`src/rtl/multi_cycle_control.sv`:
```
// Main control FSM of the multi-cycle MIPS core: sequences fetch, decode, execute,
// memory and write-back, driving datapath enables, mux selects and the ALU op class.
module multi_cycle_control (
    input  logic       clk,
    input  logic       reset,
    input  logic [5:0] opcode_i,
    input  logic       zero_i,
    input  logic       mem_ready_i,
    output logic       pc_write_o,
    output logic       i_or_d_o,
    output logic       mem_read_o,
    output logic       mem_write_o,
    output logic       ir_write_o,
    output logic       mem_to_reg_o,
    output logic       reg_dst_o,
    output logic       reg_write_o,
    output logic       alu_src_a_o,
    output logic [1:0] alu_src_b_o,
    output logic       imm_zero_ext_o,
    output logic [2:0] alu_op_o,
    output logic [1:0] pc_source_o,
    output logic       illegal_op_o,
    output logic [3:0] state_o
);

    localparam logic [5:0] OpRtype = 6'b000000;
    localparam logic [5:0] OpJ     = 6'b000010;
    localparam logic [5:0] OpBeq   = 6'b000100;
    localparam logic [5:0] OpBne   = 6'b000101;
    localparam logic [5:0] OpAddi  = 6'b001000;
    localparam logic [5:0] OpOri   = 6'b001101;
    localparam logic [5:0] OpLui   = 6'b001111;
    localparam logic [5:0] OpLw    = 6'b100011;
    localparam logic [5:0] OpSw    = 6'b101011;

    localparam logic [2:0] AluLui   = 3'b000;
    localparam logic [2:0] AluOr    = 3'b001;
    localparam logic [2:0] AluSub   = 3'b010;
    localparam logic [2:0] AluAdd   = 3'b100;
    localparam logic [2:0] AluRtype = 3'b111;

    localparam logic [1:0] SrcBReg   = 2'b00;
    localparam logic [1:0] SrcBFour  = 2'b01;
    localparam logic [1:0] SrcBImm   = 2'b10;
    localparam logic [1:0] SrcBImmSh = 2'b11;

    localparam logic [1:0] PcAlu    = 2'b00;
    localparam logic [1:0] PcAluOut = 2'b01;
    localparam logic [1:0] PcJump   = 2'b10;

    typedef enum logic [3:0] {
        StStart    = 4'd0,
        StFetch    = 4'd1,
        StDecode   = 4'd2,
        StMemAddr  = 4'd3,
        StMemRead  = 4'd4,
        StMemWb    = 4'd5,
        StMemWrite = 4'd6,
        StExecR    = 4'd7,
        StExecI    = 4'd8,
        StAluWb    = 4'd9,
        StBranch   = 4'd10,
        StJump     = 4'd11
    } state_e;

    state_e state_q, state_d;

    // State register; reset abandons any in-flight memory access.
    always_ff @(posedge clk or negedge reset) begin
        if (!reset) begin
            state_q <= StStart;
        end else begin
            state_q <= state_d;
        end
    end

    always_comb begin
        state_d = state_q;
        case (state_q)
            StStart: state_d = StFetch;
            StFetch: begin
                if (mem_ready_i) begin
                    state_d = StDecode;
                end
            end
            StDecode: begin
                case (opcode_i)
                    OpLw, OpSw:             state_d = StMemAddr;
                    OpRtype:                state_d = StExecR;
                    OpAddi, OpOri, OpLui:   state_d = StExecI;
                    OpBeq, OpBne:           state_d = StBranch;
                    OpJ:                    state_d = StJump;
                    default:                state_d = StFetch;
                endcase
            end
            StMemAddr: state_d = (opcode_i == OpSw) ? StMemWrite : StMemRead;
            StMemRead: begin
                if (mem_ready_i) begin
                    state_d = StMemWb;
                end
            end
            StMemWb: state_d = StFetch;
            StMemWrite: begin
                if (mem_ready_i) begin
                    state_d = StFetch;
                end
            end
            StExecR:  state_d = StAluWb;
            StExecI:  state_d = StAluWb;
            StAluWb:  state_d = StFetch;
            StBranch: state_d = StFetch;
            StJump:   state_d = StFetch;
            default:  state_d = StFetch;
        endcase
    end

    always_comb begin
        pc_write_o     = 1'b0;
        i_or_d_o       = 1'b0;
        mem_read_o     = 1'b0;
        mem_write_o    = 1'b0;
        ir_write_o     = 1'b0;
        mem_to_reg_o   = 1'b0;
        reg_dst_o      = 1'b0;
        reg_write_o    = 1'b0;
        alu_src_a_o    = 1'b0;
        alu_src_b_o    = SrcBReg;
        imm_zero_ext_o = 1'b0;
        alu_op_o       = AluLui;
        pc_source_o    = PcAlu;
        illegal_op_o   = 1'b0;
        case (state_q)
            StFetch: begin
                mem_read_o  = 1'b1;
                alu_src_b_o = SrcBFour;
                alu_op_o    = AluAdd;
                pc_source_o = PcAlu;
                ir_write_o  = mem_ready_i;
                pc_write_o  = mem_ready_i;
            end
            StDecode: begin
                // Branch target is precomputed into ALUOut while the opcode is decoded.
                alu_src_b_o = SrcBImmSh;
                alu_op_o    = AluAdd;
                case (opcode_i)
                    OpRtype, OpJ, OpBeq, OpBne, OpAddi, OpOri, OpLui, OpLw, OpSw:
                        illegal_op_o = 1'b0;
                    default:
                        illegal_op_o = 1'b1;
                endcase
            end
            StMemAddr: begin
                alu_src_a_o = 1'b1;
                alu_src_b_o = SrcBImm;
                alu_op_o    = AluAdd;
            end
            StMemRead: begin
                mem_read_o = 1'b1;
                i_or_d_o   = 1'b1;
            end
            StMemWb: begin
                reg_write_o  = 1'b1;
                mem_to_reg_o = 1'b1;
            end
            StMemWrite: begin
                mem_write_o = 1'b1;
                i_or_d_o    = 1'b1;
            end
            StExecR: begin
                alu_src_a_o = 1'b1;
                alu_src_b_o = SrcBReg;
                alu_op_o    = AluRtype;
            end
            StExecI: begin
                alu_src_a_o = 1'b1;
                alu_src_b_o = SrcBImm;
                case (opcode_i)
                    OpOri: begin
                        alu_op_o       = AluOr;
                        imm_zero_ext_o = 1'b1;
                    end
                    OpLui: begin
                        alu_op_o       = AluLui;
                        imm_zero_ext_o = 1'b1;
                    end
                    default: alu_op_o = AluAdd;
                endcase
            end
            StAluWb: begin
                reg_write_o = 1'b1;
                reg_dst_o   = (opcode_i == OpRtype);
            end
            StBranch: begin
                alu_src_a_o = 1'b1;
                alu_src_b_o = SrcBReg;
                alu_op_o    = AluSub;
                pc_source_o = PcAluOut;
                pc_write_o  = (opcode_i == OpBne) ? ~zero_i : zero_i;
            end
            StJump: begin
                pc_source_o = PcJump;
                pc_write_o  = 1'b1;
            end
            default: ;
        endcase
    end

    assign state_o = state_q;

endmodule

```
`config.mk`:
```
export PLATFORM = sky130hd
export DESIGN_NAME = multi_cycle_control
export DESIGN_NICKNAME = d
export VERILOG_FILES = /design/src/rtl/multi_cycle_control.sv
export SDC_FILE = /design/constraint.sdc
export NUM_CORES = 1
export LEC_CHECK = 0
export BUFFER_PORTS_ARGS = -buffer_cell sky130_fd_sc_hd__buf_2
export CAP_MARGIN = 25
export CORE_MARGIN = 2
export CORE_UTILIZATION = 47
export DETAILED_ROUTE_END_ITERATION = 16
export PLACE_DENSITY_LB_ADDON = 0.3
export SKIP_CTS_REPAIR_TIMING = 1
export SLEW_MARGIN = 15
export SYNTH_ARGS = -nofsm -noshare
export SYNTH_HDL_FRONTEND = slang
export SYNTH_SLANG_ARGS = --single-unit
```
`constraint.sdc`:
```
create_clock -name clk -period 4.3 [get_ports clk]
set_input_delay 1.075 -clock clk [delete_from_list [all_inputs] [get_ports clk]]
set_output_delay 1.075 -clock clk [all_outputs]
set_load 0.01 [all_outputs]
```
==> run_results.csv <==
group,metric,value,unit
detailed_routing,via_per_inst,5.962,
detailed_routing,drtIter0Drc,17,
placed_design,io_buffers,31,
worst_setup_path,r2r-start,"state_o[2]$_DFFE_PN0P_",
synth,synth.largest_area_cell,"dfrtp_1",
finish,drive_above_1_share,31.36,%
timing,fmax,298.0,MHz
timing,period_share,78.05,%
grt,grt_util_all_layers,22.68,%
worst_setup_path,r2r_cells,4,
clocking,cts_made_buffers,3,
synth,syn_avg_cell_area,6.615,sq um
floorplanning,ioPinCount,32,
grt,grt_pass1_vias,559,
synth,synth_top_area_share,16.10,%
timing,hold_viol,0,
worst_setup_path,worstPathArrival,2280,ps
worst_hold_path,worstHoldPathType,"in2async",
synth,synth_seq_cells,4,
timing,finalCriticalPeriod,3356,ps
timing,clock_skew,6.073,ps
clocking,cts_tree,"done",
pwr,irDropWorstVdd,0.2396,mV
clocking,cts-root-buf,"clkbuf_4",
grt,grt_pass1_wl,2.490,mm
worst_setup_path,cp.required,3220,ps
worst_setup_path,startpoint,"opcode_i[1]",
worst_setup_path,r2r_slack,2860,ps
detailed_routing,wire_per_inst,12.55,microns
synth,synth_cell_type_count,36,
detailed_routing,vias,793,
clocking,clk_pin_slew,40,ps
timing,rsz0062_at_grt,"false",
grt,gr-total-overflow,0,
finish,register_area,100.1,sq um
floorplanning,die_h,40.38,microns
synth,synth.yosys.warnings,0,
clocking,htreeDepth,1,
finish,n_antenna_cell,0,
clocking,clkLatencyLatePin,240,ps
detailed_routing,drc,0,
floorplanning,die_w,40.38,microns
synth,syn_area,621.8,sq um
synth,synth_edf_count,0,
timing,drv_slew,0,
grt,antenna_found_initial,0,
detailed_routing,met1_length,762,microns
worst_setup_path,r2r-end,"state_o[1]$_DFFE_PN0P_",
finish,nets,130,
synth,synth_most_common_cell,"nor2_1",
synth,synth_ff_type,"dfrtp_1",
finish,largest_register_ffs,4,
placed_design,dp_hpwl,1.242,mm
pwr,power_density,532.0,nW/um^2
timing,tns,0,ps
flow_run,drv_cap,0,
finish,layout.cells.non_filler,133,
synth,ys_top_cells_by_count,"nor2_1 (15), a21oi_1 (7), nand2b_1 (6)",
synth,synthArstFlopShare,100.0,%
worst_setup_path,crit_fanout,8,
detailed_routing,ant_nets,0,
floorplanning,dieArea,1630,sq um
placed_design,gp_congestion,0.8632,
synth,synthCells,94,
finish,utilization,60.16,%
finish,syn_to_final_growth,22.74,%
detailed_routing,met2_length,783,microns
detailed_routing,wl_met3,109,microns
worst_setup_path,critPathKind,"in2out",
detailed_routing,top_layer_used,"met4",
floorplanning,core,1269,sq um
synth,synthTopCellsByArea,"dfrtp_1 (16%), nor2_1 (9.1%), nand2b_1 (6.0%)",
floorplanning,row_count,13,
floorplanning,start_util,49.01,%
finish,fillCellCount,137,
synth,synth_nets,104,
run_status,status,"completed",
grt,grt_start_max_net_pins,18,
pwr,leakage,0.3520,nW
clocking,clk_path_buf_depth,2,
synth,seq_area_frac_synth,16.10,%
placed_design,dp_cells,130,
timing,worst_slew_pin_slew,500.0,ps
clocking,clock_sinks,4,
detailed_routing,drt-total-wl,1.669,mm
worst_setup_path,startpoint_type,"input pin",
detailed_routing,drtPass1Iterations,4,
timing,relSlewSlack,66.67,%
finish,multi_input_area,451.7,sq um
worst_setup_path,endpoint_kind,"output port",
timing,setup-violations-final,0,
## how the worst max path moves through the flow
| stage | to | slack [ps] |
|---|---|---|
| detailed placement | pc_write_o | 950 |
| floorplan | illegal_op_o | 1010 |
| global route | pc_write_o | 770 |
| CTS | pc_write_o | 950 |
| finish | pc_write_o | 940 |
| global placement | pc_write_o | 980 |
## worst max-delay path, stage by stage
cell,delay (ps)
buf_2,140
nor4_1,480
nand3_1,160
xor2_1,160
o22ai_1,110
buf_2,150
## final cells by class
cell class / count / area share, %
flip-flops and latches: 4 / 13.11
inverters: 4 / 1.967
clock buffers: 3 / 2.951
well taps: 15 / 2.459
multi-input cells: 76 / 59.18
repair buffers: 31 / 20.33
## kinds of logic (layout without fill, tap and decap cells)
kind of cell / after synthesis / count (layout) / share of synthesized area [%]
adder cells (fa/ha/maj): 2 / 2 / 3.219
AO/OA/AOI/OAI: 25 / 25 / 25.35
flip-flops: 4 / 4 / 16.10
AND/OR/NAND/NOR: 46 / 46 / 39.44
XOR/XNOR: 2 / 2 / 2.817
buffers and inverters: 14 / 38 / 11.26
multiplexers: 1 / 1 / 1.811
## stage by stage
step           worst slack (ps)  hold WS, ps  total power [mW]  area [sq um]
3_5_place_dp              954.7        669.4            0.3548         740.7
6_report                  943.8        623.8            0.4060         763.2
4_1_cts                   948.5        622.3            0.4055         763.2
3_3_place_gp              976.3        700.2            0.3523         740.7
5_1_grt                   771.1        631.1            0.4435         763.2
2_1_floorplan              1009        668.7            0.2702         621.8
## routing by layer
layer | global-route usage [%] | vias up
li1 | - | 391
met1 | 30.07 | 364
met2 | 35.32 | 36
met3 | 3.333 | 2
met4 | 10.83 | 0
met5 | 0 | -
## report_power, final
group	leakage (nW)	internal (mW)	switching (mW)	total (mW)
Sequential	0.0511	0.0505	0.0507	0.101
Combinational	0.287	0.110	0.146	0.256
Clock	0.0138	0.0314	0.0178	0.0492
Total	0.352	0.192	0.215	0.406
## cells in the final DEF (no fill, tap or decap)
cell type   n
nor3b_1     1
nor4b_1     2
and3_4      1
nand3_1     3
nand4b_1    1
o21ai_0     5
nor2_1     15
nand2b_1    6
dfrtp_1     4
inv_1       4
a31oi_1     2
nor2b_1     2
o311ai_0    2
buf_2      31
a21oi_1     7
nor4_1      2
o31ai_1     2
maj3_1      2
a2111oi_0   1
xor2_1      1
or4_1       1
o2bb2ai_1   1
o211ai_1    2
or2_2       1
o22ai_1     2
mux2_2      1
xnor2_1     1
nor3_1      5
and2_1      1
clkbuf_4    3
nand2_1     4
o21bai_1    1
nand4_1     1
No activity file was read; power rests on OpenSTA's default activity.
